### src/rtl/audio_pkg.sv
`default_nettype none
// +----------------------------------------------------------------------+
// | audio_pkg: shared widths, classification/FSM types and event record   |
// | Rev 1.0                                                               |
// +----------------------------------------------------------------------+
package audio_pkg;

    localparam int SAMPLE_W      = 32;
    localparam int P2P_W         = 33;
    localparam int EVT_IDX_MAX_W = 16;

    typedef enum logic [1:0] {
        CLS_QUIET  = 2'd0,
        CLS_NORMAL = 2'd1,
        CLS_LOUD   = 2'd2
    } class_t;

    typedef enum logic [0:0] {
        ST_SILENT = 1'b0,
        ST_ACTIVE = 1'b1
    } act_state_t;

    // Index field sized for the widest supported interval counter.
    typedef struct packed {
        logic                     onset;
        logic [EVT_IDX_MAX_W-1:0] index;
    } evt_t;

    function automatic class_t classify(input logic [P2P_W-1:0] p2p,
                                        input logic [P2P_W-1:0] hi,
                                        input logic [P2P_W-1:0] lo);
        class_t c;
        if (p2p >= hi)
            c = CLS_LOUD;
        else if (p2p < lo)
            c = CLS_QUIET;
        else
            c = CLS_NORMAL;
        return c;
    endfunction

    // An inverted pair (min above max) has no meaningful swing.
    function automatic logic [P2P_W-1:0] peak_to_peak(input logic [SAMPLE_W-1:0] mx,
                                                      input logic [SAMPLE_W-1:0] mn);
        logic [P2P_W-1:0] d;
        d = {mx[SAMPLE_W-1], mx} - {mn[SAMPLE_W-1], mn};
        if ($signed(mn) > $signed(mx))
            d = '0;
        return d;
    endfunction

endpackage
`default_nettype wire

### src/rtl/sync_fifo_fwft.sv
`default_nettype none
// +----------------------------------------------------------------------+
// | sync_fifo_fwft: synchronous first-word-fall-through FIFO with count   |
// | Rev 1.0                                                               |
// +----------------------------------------------------------------------+
module sync_fifo_fwft #(
    parameter  int WIDTH = 8,
    parameter  int DEPTH = 4,
    localparam int PTR_W = $clog2(DEPTH),
    localparam int CNT_W = PTR_W + 1
) (
    input  logic             clk,
    input  logic             reset,
    input  logic             push,
    input  logic [WIDTH-1:0] din,
    input  logic             pop,
    output logic             valid,
    output logic [WIDTH-1:0] dout,
    output logic [CNT_W-1:0] count
);

    logic [WIDTH-1:0] mem_q [DEPTH];
    logic [WIDTH-1:0] mem_d [DEPTH];
    logic [PTR_W-1:0] wr_ptr_q, wr_ptr_d;
    logic [PTR_W-1:0] rd_ptr_q, rd_ptr_d;
    logic [CNT_W-1:0] count_q, count_d;
    logic             w_do_push;
    logic             w_do_pop;

    always_comb begin
        w_do_pop  = pop && (count_q != '0);
        w_do_push = push && ((count_q != CNT_W'(DEPTH)) || w_do_pop);
        mem_d     = mem_q;
        wr_ptr_d  = wr_ptr_q;
        rd_ptr_d  = rd_ptr_q;
        count_d   = count_q;
        if (w_do_push) begin
            mem_d[wr_ptr_q] = din;
            wr_ptr_d        = wr_ptr_q + PTR_W'(1);
        end
        if (w_do_pop)
            rd_ptr_d = rd_ptr_q + PTR_W'(1);
        if (w_do_push && !w_do_pop)
            count_d = count_q + CNT_W'(1);
        else if (!w_do_push && w_do_pop)
            count_d = count_q - CNT_W'(1);
    end

    always_ff @(posedge clk) begin
        if (reset) begin
            wr_ptr_q <= '0;
            rd_ptr_q <= '0;
            count_q  <= '0;
        end else begin
            wr_ptr_q <= wr_ptr_d;
            rd_ptr_q <= rd_ptr_d;
            count_q  <= count_d;
        end
    end

    // Storage is never reset; the head is masked while empty instead.
    always_ff @(posedge clk) begin
        mem_q <= mem_d;
    end

    assign valid = (count_q != '0);
    assign dout  = valid ? mem_q[rd_ptr_q] : '0;
    assign count = count_q;

endmodule
`default_nettype wire

### src/rtl/envelope_activity_detector.sv
`default_nettype none
// +----------------------------------------------------------------------+
// | envelope_activity_detector: p2p classification, hysteresis onset/     |
// | offset FSM and event FIFO. Optional ENV_PEAK_TRACK_EN adds peak       |
// | tracking outputs. IDX_W must not exceed audio_pkg::EVT_IDX_MAX_W.     |
// | Rev 1.0                                                               |
// +----------------------------------------------------------------------+
module envelope_activity_detector
    import audio_pkg::*;
#(
    parameter int IDX_W      = 7,
    parameter int FIFO_DEPTH = 4,
    parameter int HOLD_W     = 8
) (
    input  logic                clk,
    input  logic                reset,
    input  logic                frame_start,
    input  logic                in_valid,
    output logic                in_ready,
    input  logic [SAMPLE_W-1:0] in_max,
    input  logic [SAMPLE_W-1:0] in_min,
    input  logic [P2P_W-1:0]    thr_hi,
    input  logic [P2P_W-1:0]    thr_lo,
    input  logic [HOLD_W-1:0]   hold_len,
    output logic                evt_valid,
    input  logic                evt_ready,
    output logic                evt_onset,
    output logic [IDX_W-1:0]    evt_index,
`ifdef ENV_PEAK_TRACK_EN
    output logic [P2P_W-1:0]    peak_p2p,
    output logic [IDX_W-1:0]    peak_index,
`endif
    output logic                active
);

    localparam int CNT_W = $clog2(FIFO_DEPTH) + 1;

    logic               s1_valid_q, s1_valid_d;
    logic [P2P_W-1:0]   s1_p2p_q,   s1_p2p_d;
    logic [IDX_W-1:0]   s1_idx_q,   s1_idx_d;
    logic [IDX_W-1:0]   idx_cnt_q,  idx_cnt_d;
    act_state_t         state_q,    state_d;
    logic [HOLD_W-1:0]  cnt_q,      cnt_d;

    logic [CNT_W-1:0]   w_fifo_count;
    logic [CNT_W-1:0]   w_occ;
    logic               w_accept;
    logic               w_s2_go;
    class_t             w_cls;
    logic [HOLD_W-1:0]  w_eff_hold;
    logic [HOLD_W:0]    w_cnt_inc;
    logic               w_hold_met;
    logic               w_push;
    evt_t               w_push_evt;
    evt_t               w_head;
    logic               w_unused_head_idx;

    // Stage 1 occupancy reserves a FIFO slot so no event can be dropped.
    assign w_occ    = w_fifo_count + CNT_W'(s1_valid_q);
    assign in_ready = (w_occ < CNT_W'(FIFO_DEPTH));
    assign w_accept = in_valid && in_ready;
    assign w_s2_go  = s1_valid_q && !frame_start;

    assign w_cls      = classify(s1_p2p_q, thr_hi, thr_lo);
    assign w_eff_hold = (hold_len == '0) ? HOLD_W'(1) : hold_len;
    assign w_cnt_inc  = {1'b0, cnt_q} + (HOLD_W+1)'(1);
    assign w_hold_met = (w_cnt_inc >= {1'b0, w_eff_hold});

    always_comb begin
        state_d    = state_q;
        cnt_d      = cnt_q;
        idx_cnt_d  = idx_cnt_q;
        s1_valid_d = 1'b0;
        s1_p2p_d   = s1_p2p_q;
        s1_idx_d   = s1_idx_q;
        w_push     = 1'b0;
        w_push_evt = '0;

        if (w_s2_go) begin
            w_push_evt.index = EVT_IDX_MAX_W'(s1_idx_q);
            case (state_q)
                ST_SILENT: begin
                    if (w_cls == CLS_LOUD) begin
                        if (w_hold_met) begin
                            state_d          = ST_ACTIVE;
                            cnt_d            = '0;
                            w_push           = 1'b1;
                            w_push_evt.onset = 1'b1;
                        end else begin
                            cnt_d = w_cnt_inc[HOLD_W-1:0];
                        end
                    end else begin
                        cnt_d = '0;
                    end
                end
                ST_ACTIVE: begin
                    if (w_cls == CLS_QUIET) begin
                        if (w_hold_met) begin
                            state_d = ST_SILENT;
                            cnt_d   = '0;
                            w_push  = 1'b1;
                        end else begin
                            cnt_d = w_cnt_inc[HOLD_W-1:0];
                        end
                    end else begin
                        cnt_d = '0;
                    end
                end
                default: state_d = ST_SILENT;
            endcase
        end

        // frame_start wins over the interval still sitting in stage 1.
        if (frame_start) begin
            state_d   = ST_SILENT;
            cnt_d     = '0;
            idx_cnt_d = '0;
        end

        if (w_accept) begin
            s1_valid_d = 1'b1;
            s1_p2p_d   = peak_to_peak(in_max, in_min);
            s1_idx_d   = frame_start ? '0 : idx_cnt_q;
            idx_cnt_d  = s1_idx_d + IDX_W'(1);
        end
    end

    always_ff @(posedge clk) begin
        if (reset) begin
            s1_valid_q <= 1'b0;
            s1_p2p_q   <= '0;
            s1_idx_q   <= '0;
            idx_cnt_q  <= '0;
            state_q    <= ST_SILENT;
            cnt_q      <= '0;
        end else begin
            s1_valid_q <= s1_valid_d;
            s1_p2p_q   <= s1_p2p_d;
            s1_idx_q   <= s1_idx_d;
            idx_cnt_q  <= idx_cnt_d;
            state_q    <= state_d;
            cnt_q      <= cnt_d;
        end
    end

    sync_fifo_fwft #(
        .WIDTH ($bits(evt_t)),
        .DEPTH (FIFO_DEPTH)
    ) u_evt_fifo (
        .clk   (clk),
        .reset (reset),
        .push  (w_push),
        .din   (w_push_evt),
        .pop   (evt_ready),
        .valid (evt_valid),
        .dout  (w_head),
        .count (w_fifo_count)
    );

    assign evt_onset         = w_head.onset;
    assign evt_index         = w_head.index[IDX_W-1:0];
    assign w_unused_head_idx = ^w_head.index;
    assign active            = (state_q == ST_ACTIVE);

`ifdef ENV_PEAK_TRACK_EN
    logic [P2P_W-1:0] peak_p2p_q, peak_p2p_d;
    logic [IDX_W-1:0] peak_idx_q, peak_idx_d;
    logic             peak_ld_q,  peak_ld_d;

    always_comb begin
        peak_p2p_d = peak_p2p_q;
        peak_idx_d = peak_idx_q;
        peak_ld_d  = peak_ld_q;
        if (w_s2_go && (!peak_ld_q || (s1_p2p_q > peak_p2p_q))) begin
            peak_p2p_d = s1_p2p_q;
            peak_idx_d = s1_idx_q;
            peak_ld_d  = 1'b1;
        end
        if (frame_start) begin
            peak_p2p_d = '0;
            peak_idx_d = '0;
            peak_ld_d  = 1'b0;
        end
    end

    always_ff @(posedge clk) begin
        if (reset) begin
            peak_p2p_q <= '0;
            peak_idx_q <= '0;
            peak_ld_q  <= 1'b0;
        end else begin
            peak_p2p_q <= peak_p2p_d;
            peak_idx_q <= peak_idx_d;
            peak_ld_q  <= peak_ld_d;
        end
    end

    assign peak_p2p   = peak_p2p_q;
    assign peak_index = peak_idx_q;
`endif

endmodule
`default_nettype wire

### config.mk
export PLATFORM = sky130hd
export DESIGN_NAME = envelope_activity_detector
export DESIGN_NICKNAME = d
export VERILOG_FILES = /design/src/rtl/audio_pkg.sv /design/src/rtl/sync_fifo_fwft.sv /design/src/rtl/envelope_activity_detector.sv
export SDC_FILE = /design/constraint.sdc
export NUM_CORES = 1
export LEC_CHECK = 0
export ABC_AREA = 0
export CAP_MARGIN = 20
export CORE_ASPECT_RATIO = 1.75
export CORE_MARGIN = 3
export CORE_UTILIZATION = 43
export CTS_CLUSTER_DIAMETER = 200
export DETAILED_ROUTE_END_ITERATION = 16
export PLACE_DENSITY = 0.76
export SYNTH_ARGS = -nofsm -noshare
export SYNTH_HDL_FRONTEND = slang
export SYNTH_SLANG_ARGS = --single-unit
### constraint.sdc
create_clock -name clk -period 4.6 [get_ports clk]
set_input_delay 0.92 -clock clk [delete_from_list [all_inputs] [get_ports clk]]
set_output_delay 0.92 -clock clk [all_outputs]
set_load 0.01 [all_outputs]
======== Yosys cells after proc, flatten, opt, wreduce, memory -nomap -nowiden ========
Cells that the tools add are included.
word-level totals
  flip-flop bits (word level) ............. 132
  bits of input ports ..................... 143
  logic and storage cells ................. 80
cells by class
  add/sub/neg operators ................... 8
  order comparisons ....................... 8
  eq/ne operators ......................... 2
  multiplexer cells ....................... 30
  bitwise operators ....................... 3
  reduce and logical (&&, ||, !) cells .... 16
operators by type and width
  operator                                                       number
  17-bit 2-to-1 mux                                              5
  68-bit bitwise mux                                             1
  17-bit binary-select mux with 2-bit select                     1
  17-bit demux with 2-bit select                                 1
  33-bit >= comparator                                           1
  33-bit less-than comparator                                    1
  33-bit 2-to-1 mux                                              1
  32-bit by 32-bit subtractor with 33-bit output                 1
  32-bit > comparator                                            1
  8-bit 2-to-1 mux                                               4
  8-bit case mux with 2 select lines                             1
  7-bit 2-to-1 mux                                               2
  8-bit by 1-bit adder with 9-bit output, second input constant  1
  9-bit by 8-bit >= comparator with 1-bit output                 1
  1-bit 2-to-1 mux                                               9
  8-bit logical NOT                                              1
  7-bit by 1-bit adder with 7-bit output, second input constant  1
  1-bit logical AND                                              7
  3-bit >= comparator, second input constant                     2
  3-bit 2-to-1 mux                                               2
  2-bit NOT with 3-bit output                                    2
  2-bit by 1-bit adder with 2-bit output, second input constant  2
  1-bit case mux with 2 select lines                             2
  3-bit by 1-bit adder with 3-bit output                         1
  14 further kinds                                               16

======== Longest topological paths before layout ========
Gate-level depths: netlist of the first run.
  depth in word-level cells ............... 12
  gate-level depth with buffers ........... 16

======== Cells and area by module ========
From an unflattened synthesis of the first run, not the netlist that was laid out.
unflattened totals
  cell total of the unflattened synthesis .. 921
  area, all modules ....................... 8903.5 um^2
modules (own cells, without submodules)
  module                      times used  cells an instance  area each (um^2)  seq. area each (um^2)
  envelope_activity_detector  1           767                5891.9            1141.1
  sync_fifo_fwft              1           154                3011.6            2182.1

======== Least setup slack after synthesis of the first run ========
No wires, ideal clock.
  path kind ............................... input-to-reg
  from .................................... input port thr_hi[20]
  to ...................................... register u_evt_fifo.count_q[2] (netlist: u_evt_fifo.count[2])
  setup time .............................. 0.070 ns
  data arrival time ....................... 3.848 ns
  setup slack ............................. 0.682 ns
  stages .................................. 15
  path buffers ............................ 0
  path through ............................ inv_1 -> ha_1 -> a21o_1 -> a21oi_1 -> o221ai_1 -> a2111oi_2 -> o2111ai_1 -> a2bb2oi_2 -> nor3_4 -> ha_1 -> inv_1 -> fa_1 -> xor2_1 -> or3_1 -> a21oi_1
between the ends
  word-level cells in the longest chain between the ends .. 10
  elaborated cells between the ends (all ways) .. 14
RTL lines
  element                                                    RTL line                                                            source
  start, declared                                            envelope_activity_detector.sv:22                                    input logic [P2P_W-1:0] thr_hi,
  33-bit >= comparator (*)                                   audio_pkg.sv:33                                                     if (p2p >= hi)
  2-bit 2-to-1 mux (*)                                       audio_pkg.sv:33
  2-bit == test / 2-bit logical NOT (equally long branches)  envelope_activity_detector.sv:83, envelope_activity_detector.sv:97
  1-bit 2-to-1 mux, on equally long branches                 envelope_activity_detector.sv:83, envelope_activity_detector.sv:97
  1-bit case mux with 2 select lines (*)                     envelope_activity_detector.sv:81                                    case (state_q)
  1-bit 2-to-1 mux (*)                                       envelope_activity_detector.sv:79                                    if (w_s2_go) begin
  1-bit logical AND (*)                                      sync_fifo_fwft.sv:32                                                w_do_push = push && ((count_q != CNT_W'(DEPTH)) || w_do_pop);
  named net u_evt_fifo.w_do_push                             sync_fifo_fwft.sv:27                                                logic w_do_push;
  1-bit logical NOT                                          sync_fifo_fwft.sv:45                                                else if (!w_do_push && w_do_pop)
  1-bit logical AND                                          sync_fifo_fwft.sv:45
  2-bit nonzero test (no source line)                        -
  end signal, assigned                                       sync_fifo_fwft.sv:57                                                count_q <= count_d;
  end, declared                                              sync_fifo_fwft.sv:26                                                logic [CNT_W-1:0] count_q, count_d;
The timed path passes the listed nets; every way through them passes the cells marked *.
A chain may end at the register's enable or synchronous reset.

======== Worst setup path in the final report of the first run ========
Ends and elaborated chain as after synthesis.

==> qor.csv, run 1 <==
metric,value,unit
via count of the routed design,6759,
Combinational Power Share,0.400,
worst hold path class,reg2reg,
global-route wire length before repair,31700,um
CTS tree,done,
CTS root buf,clkbuf_16,
hpwl dp,16300,um
GRT Overall Usage,0.203,
Seq pwr share,0.356,
synthesized area,0.00759,mm2
"top cells by count, synth","123 x inv_1, 112 x ha_1, 80 x a21oi_1",
Fmax,0.236,GHz
Switch Pwr,0.00100,W
drt pass-1 iters,4,
# rows,63,
Int Power,0.00191,W
vias in the first global route,6926,
Post-CTS Resized,0,
status,"finished, final reports clean",
#FFs+latches synth,96,
global-route congestion overflow total,0,
average wire per standard cell,15.0,um
fraction of layout cells with a size suffix above 1,0.0456,
largest buffer count on any clock path,2,
Synth warnings,0,
Final Core Density,0.566,
H-tree levels,3,
Post-CTS Setup Bufs,0,
Syn Inst Count,894,
Post-synth EDFFs,32,
final wirelength,19200,um
CP Max Fanout,2,
synthesized area per cell,8.49,um2
port bufs,153,
Synth area leader,ha_1,
final worst path period share,0.921,
antenna cell count,0,
Setup CP Type,in2reg,
Peak VDD IR,0.000231,V
CTS sink count,96,
unrepaired setup endpoints after global routing,false,
Worst Tran Pin Value,626,ps
syn_nets,1151,
CP Launch Type,primary input,
Net Sw Frac,0.344,
clock share of power,0.244,
I/O Pins,154,
largest net degree at the start of global routing,39,
Final nets,1304,
Final Hold Viols,0,
# setup viols final,0,
Synth top area share,0.185,
Antenna Nets Post-Route,0,
top_reg_cell synth,dfxtp_1,
Final min period,4240,ps
Clock Latency Late Sink,350,ps
die area,0.0193,mm2
synth top area cells,"ha_1 18%, dfxtp_1 17%, edfxtp_1 13%",
Slew HR,0.581,
hold-fix buffers at CTS,0,
initial core utilization,0.444,
Total Neg Setup Slack,0,ps
Worst-path clk slew,70,ps
core area,0.0171,mm2
crit end category,flip-flop,
initial antenna violation count,0,
die height,182,um
total CTS buffers,9,
residual DRC count,0,
area delta synth->final,27.5,%
register area share after synthesis,0.295,
Leak Pwr,4.34,nW
Critical Path RT,4880,ps
clock skew,7.90,ps
WP data arrival,4520,ps
power density cells,301,mW/mm2
Hold Worst Slack,449,ps
ys async rst share,0,
Pins Over Slew Limit,0,
RePlAce Congestion,0.875,
Die X,106,um
max-cap viol count,0,
routed vias/inst,5.28,
DRT iter0 DRCs,189,
leading cell type by number of instances after synthesis,inv_1,
synth unique cells,65,
==> final timing paths <==
check          startpoint                  end  slack [ps]  cells after the start
max            thr_hi[20]  u_evt_fifo.count[2]         360                     17
min           s1_idx_q[4]          s1_idx_q[4]         450                      2
max reg2reg  s1_p2p_q[20]  u_evt_fifo.count[2]        1000                     15
min reg2reg   s1_idx_q[4]          s1_idx_q[4]         450                      2
==> flip-flops by register name, indices dropped and copies added (netlist names) <==
name and flops:
s1_p2p_q 33, u_evt_fifo.mem_q 32, cnt_q 8, s1_idx_q 7, s1_valid_q 1, active 1
idx_cnt_q 7, u_evt_fifo.count 3, u_evt_fifo.wr_ptr_q 2, u_evt_fifo.rd_ptr_q 2
==> layout by cell type (no fill, tap or decap), types with 11 or more instances in the layout <==
master	n
clkdlybuf4s50_1	153
xor2_1	22
nand4_1	15
edfxtp_1	32
buf_4	11
a21oi_1	80
and2_1	22
nand2_1	77
nor2_1	38
ha_1	112
inv_1	123
xnor2_1	16
dfxtp_1	64
o21ai_0	37
nand3_1	37
a21o_1	25
nor3_1	11
nand2b_1	16
nor2b_1	14
==> final cells by class <==
class	count	area, um2
clock buffers	9	225
clock inverters	7	55.1
fillers	1588	7420
inverters	123	462
multi-input cells	653	4800
flip-flops and latches	96	2240
well taps	227	284
repair buffers	164	1610
==> power groups by stage <==
stage          logic, W  clock network (W)  registers [W]
2_1_floorplan  0.000748                  0        0.00100
5_1_grt         0.00131           0.000755        0.00105
6_report        0.00117           0.000712        0.00104
3_3_place_gp    0.00114                  0        0.00105
3_5_place_dp    0.00117                  0        0.00106
4_1_cts         0.00118           0.000727        0.00104
==> worst max-delay path, cell delays in order <==
cell and delay [ps]:
clkdlybuf4s50_1 450, inv_1 40, ha_1 300, a21o_1 160
a21oi_1 150, o221ai_1 170, a2111oi_2 320, buf_4 190
o2111ai_1 130, a2bb2oi_2 190, nor3_4 220, ha_1 220
inv_1 60, fa_1 380, xor2_1 170, or3_1 300
a21oi_1 140
==> cells by family after synthesis <==
group / share of synthesized area
muxes: 0.0307
buffers and inverters: 0.0723
adders and majority gates: 0.190
DFF: 0.295
and+or+nand+nor: 0.169
AOI/OAI and AO/OA: 0.199
xor gates and xnor gates: 0.0438
==> layer usage <==
| metal | vias to the layer above | GRT usage | share of wire |
|---|---|---|---|
| met5 | - | 0 | 0 |
| met4 | 0 | 0.0932 | 0.035 |
| met3 | 37 | 0.0185 | 0.028 |
| met2 | 139 | 0.400 | 0.56 |
| met1 | 3099 | 0.210 | 0.37 |
| li1 | 3484 | - | - |
==> metrics by stage <==
stage / power, W / instances / area [um2] / worst slack [ps]
2_1_floorplan: 0.00175 / 894 / 7590 / 682
3_3_place_gp: 0.00220 / 1263 / 9400 / 138
3_5_place_dp: 0.00223 / 1263 / 9400 / 38.6
4_1_cts: 0.00294 / 1279 / 9680 / 411
5_1_grt: 0.00311 / 1279 / 9680 / 106
6_report: 0.00291 / 1279 / 9680 / 363
(Power assumes the default switching activity.)
==> inputs of run 2 (changes only) <==
- TNS_END_PERCENT: not set -> 1
==> results of run 2 <==
The final DEF is identical to that of run 1; final timing and power are the same.
==> inputs of run 3 (changes only) <==
- ABC_AREA: 0 -> 1
- PLACE_DENSITY: 0.76 -> 0.75
==> run 3 against run 2 <==
Against the previous run:
- critical path depth is 3 higher
- global-route usage is 1.2 points higher
- combinational power is 7% lower
- highest routed layer unchanged
==> qor.csv, run 3 <==
metric,value,unit,change
Top Registers,"s1_p2p_q: 33 flops, u_evt_fifo.mem_q: 32 flops, cnt_q: 8 flops",,unchanged
critical path's largest stage delay,450,ps,about the same
final wirelength,22700,um,was 19200 um
I/O Pins,154,,unchanged
# setup viols final,0,,unchanged
power density cells,272,mW/mm2,was 301 mW/mm2
Layout Cells excl Fill,1610,,was 1279
Peak VDD IR,0.000224,V,was 0.000231 V
"Top cell by count, worst path",inv_1,,
Worst-path clk slew,60,ps,was 70 ps
clock skew,6.79,ps,was 7.90 ps
Syn Inst Count,1213,,was 894
Leak Pwr,4.94,nW,was 4.34 nW
Die X,112,um,was 106 um
Synth warnings,0,,unchanged
Slew HR,0.563,,was 0.581
core area,0.0192,mm2,was 0.0171 mm2
H-tree levels,3,,unchanged
Inst Count DP,1594,,was 1263
"top cells by count, synth","244 x nand2_1, 215 x inv_1, 144 x nor2_1",,"was 123 x inv_1, 112 x ha_1, 80 x a21oi_1"
initial antenna violation count,0,,unchanged
initial core utilization,0.437,,was 0.444
syn_nets,1470,,was 1151
global-route wire length before repair,37000,um,was 31700 um
Worst Path Buf+Inv,4,,unchanged
total CTS buffers,9,,unchanged
Fmax,0.249,GHz,was 0.236 GHz
WP data arrival,4250,ps,was 4520 ps
family with the most delay on the worst path,simple AND/OR/NAND/NOR gates,,was compound AO/OA/AOI/OAI gates
Antenna Nets Post-Route,0,,unchanged
worst hold path class,reg2reg,,unchanged
largest buffer count on any clock path,2,,unchanged
crit end category,flip-flop,,unchanged
"most common cell after layout, fill and taps aside",nand2_1,,was clkdlybuf4s50_1
DRT iter0 DRCs,301,,was 189
Crit-path slowest cell,clkdlybuf4s50_1,,unchanged
routed vias/inst,5.13,,was 5.28
max reg flops,33,,unchanged
die height,191,um,was 182 um
Final Hold Viols,0,,unchanged
CTS tree,done,,unchanged
Worst Tran Pin Value,655,ps,was 626 ps
leading cell type by number of instances after synthesis,nand2_1,,was inv_1
antenna cell count,0,,unchanged
Hold Worst Slack,456,ps,was 449 ps
port bufs,153,,unchanged
unrepaired setup endpoints after global routing,false,,unchanged
drt pass-1 iters,5,,was 4
vias in the first global route,8229,,was 6926
Post-synth EDFFs,32,,unchanged
Total Neg Setup Slack,0,ps,unchanged
synthesized area per cell,6.91,um2,was 8.49 um2
Final nets,1621,,was 1304
via count of the routed design,8252,,was 6759
ys async rst share,0,,unchanged
Setup CP Type,in2reg,,unchanged
Post-CTS Resized,0,,unchanged
Synth top area share,0.167,,was 0.185
Synth area leader,ha_1,,unchanged
max-cap viol count,0,,unchanged
die area,0.0213,mm2,was 0.0193 mm2
hold-fix buffers at CTS,0,,unchanged
Largest Register,s1_p2p_q,,unchanged
synthesized area,0.00839,mm2,was 0.00759 mm2
hpwl dp,19400,um,was 16300 um
Post-CTS Setup Bufs,0,,unchanged
area delta synth->final,24.9,%,was 27.5%
most frequent cells in the layout,"244 x nand2_1, 215 x inv_1, 153 x clkdlybuf4s50_1",,"was 153 x clkdlybuf4s50_1, 123 x inv_1, 112 x ha_1"
fraction of layout cells with a size suffix above 1,0.0577,,was 0.0456
synth top area cells,"ha_1 17%, dfxtp_1 15%, edfxtp_1 11%",,"was ha_1 18%, dfxtp_1 17%, edfxtp_1 13%"
CTS root buf,clkbuf_16,,unchanged
average wire per standard cell,14.1,um,was 15.0 um
CP Cell Sequence,clkdlybuf4s50_1 > inv_1 > ha_1 > nand2_1 > nor2_1 > nand3_1 > nor2_1 > a21boi_0 > nand3_2 > nand2_1 > a21oi_2 > nand2_2 > inv_1 > ha_1 > inv_1 > fa_1 > a21oi_1 > o21ai_0 > o21ai_0 > a21oi_1,,was clkdlybuf4s50_1 > inv_1 > ha_1 > a21o_1 > a21oi_1 > o221ai_1 > a2111oi_2 > buf_4 > o2111ai_1 > a2bb2oi_2 > nor3_4 > ha_1 > inv_1 > fa_1 > xor2_1 > or3_1 > a21oi_1
# rows,67,,was 63
synth unique cells,42,,was 65
CTS sink count,96,,unchanged
CP Max Fanout,7,,was 2
Clock Latency Late Sink,340,ps,was 350 ps
Pins Over Slew Limit,0,,unchanged
Critical Path RT,4830,ps,was 4880 ps
Final min period,4020,ps,was 4240 ps
register area share after synthesis,0.267,,was 0.295
CP Launch Type,primary input,,unchanged
global-route congestion overflow total,0,,unchanged
#FFs+latches synth,96,,unchanged
residual DRC count,0,,unchanged
top_reg_cell synth,dfxtp_1,,unchanged
RePlAce Congestion,1.01,,was 0.875
final worst path period share,0.875,,was 0.921
largest net degree at the start of global routing,38,,was 39
GRT Overall Usage,0.214,,was 0.203
status,"finished, final reports clean",,unchanged
-- run 3: path summary, 6_finish.rpt --
check / startpoint / to / slack (ps) / cells past startpoint
max: thr_hi[32] / u_evt_fifo.count[2] / 580 / 20
min: s1_idx_q[6] / s1_idx_q[6] / 460 / 2
max reg2reg: cnt_q[0] / u_evt_fifo.count[2] / 920 / 21
min reg2reg: s1_idx_q[6] / s1_idx_q[6] / 460 / 2
-- run 3: final cells by class --
type	count	area, um2
fill	1890	8720
multi-input combinational	877	5190
sequential	96	2240
timing repair buffer	161	1600
inverter	219	822
tap	241	302
clock buffer	11	253
clock inverter	5	61.3
-- run 3: cell families (layout without fill, tap and decap cells) --
logic type      after synthesis  count (layout)  synth area share
compound gates              222             222             0.147
xor+xnor                     22              22            0.0230
fa+ha+maj                   114             114             0.172
buf+inv                     240             396             0.114
flops                        96              96             0.267
simple gates                519             519             0.277
-- run 3: worst min-delay path: stages, from the launching register on --
cell and delay, ps:
dfxtp_1 300, inv_1 60, a21oi_1 60
-- run 3: routing by layer --
| layer | GRT usage | wire length, um | vias to the layer above |
|---|---|---|---|
| met5 | 0 | 0 | - |
| met4 | 0.133 | 1330 | 0 |
| met3 | 0.0162 | 614 | 71 |
| met2 | 0.441 | 13000 | 192 |
| met1 | 0.197 | 7730 | 3741 |
| li1 | - | - | 4248 |
-- run 3: report_power, final --
part | leakage (nW) | internal, W | switching (W)
Combinational | 3.96 | 0.000474 | 0.000615
Clock | 0.157 | 0.000455 | 0.000314
Sequential | 0.817 | 0.000931 | 0.0000657
Total | 4.94 | 0.00186 | 0.000995
-- run 3: through the flow --
stage / cell area, um2 / power [W] / worst slack [ps] / util
2_1_floorplan: 8390 / 0.00169 / 1250 / -
3_5_place_dp: 10200 / 0.00210 / 256 / 0.529
4_1_cts: 10500 / 0.00288 / 613 / 0.546
3_3_place_gp: 10200 / 0.00208 / 336 / 0.529
6_report: 10500 / 0.00285 / 577 / 0.546
5_1_grt: 10500 / 0.00306 / 230 / 0.546
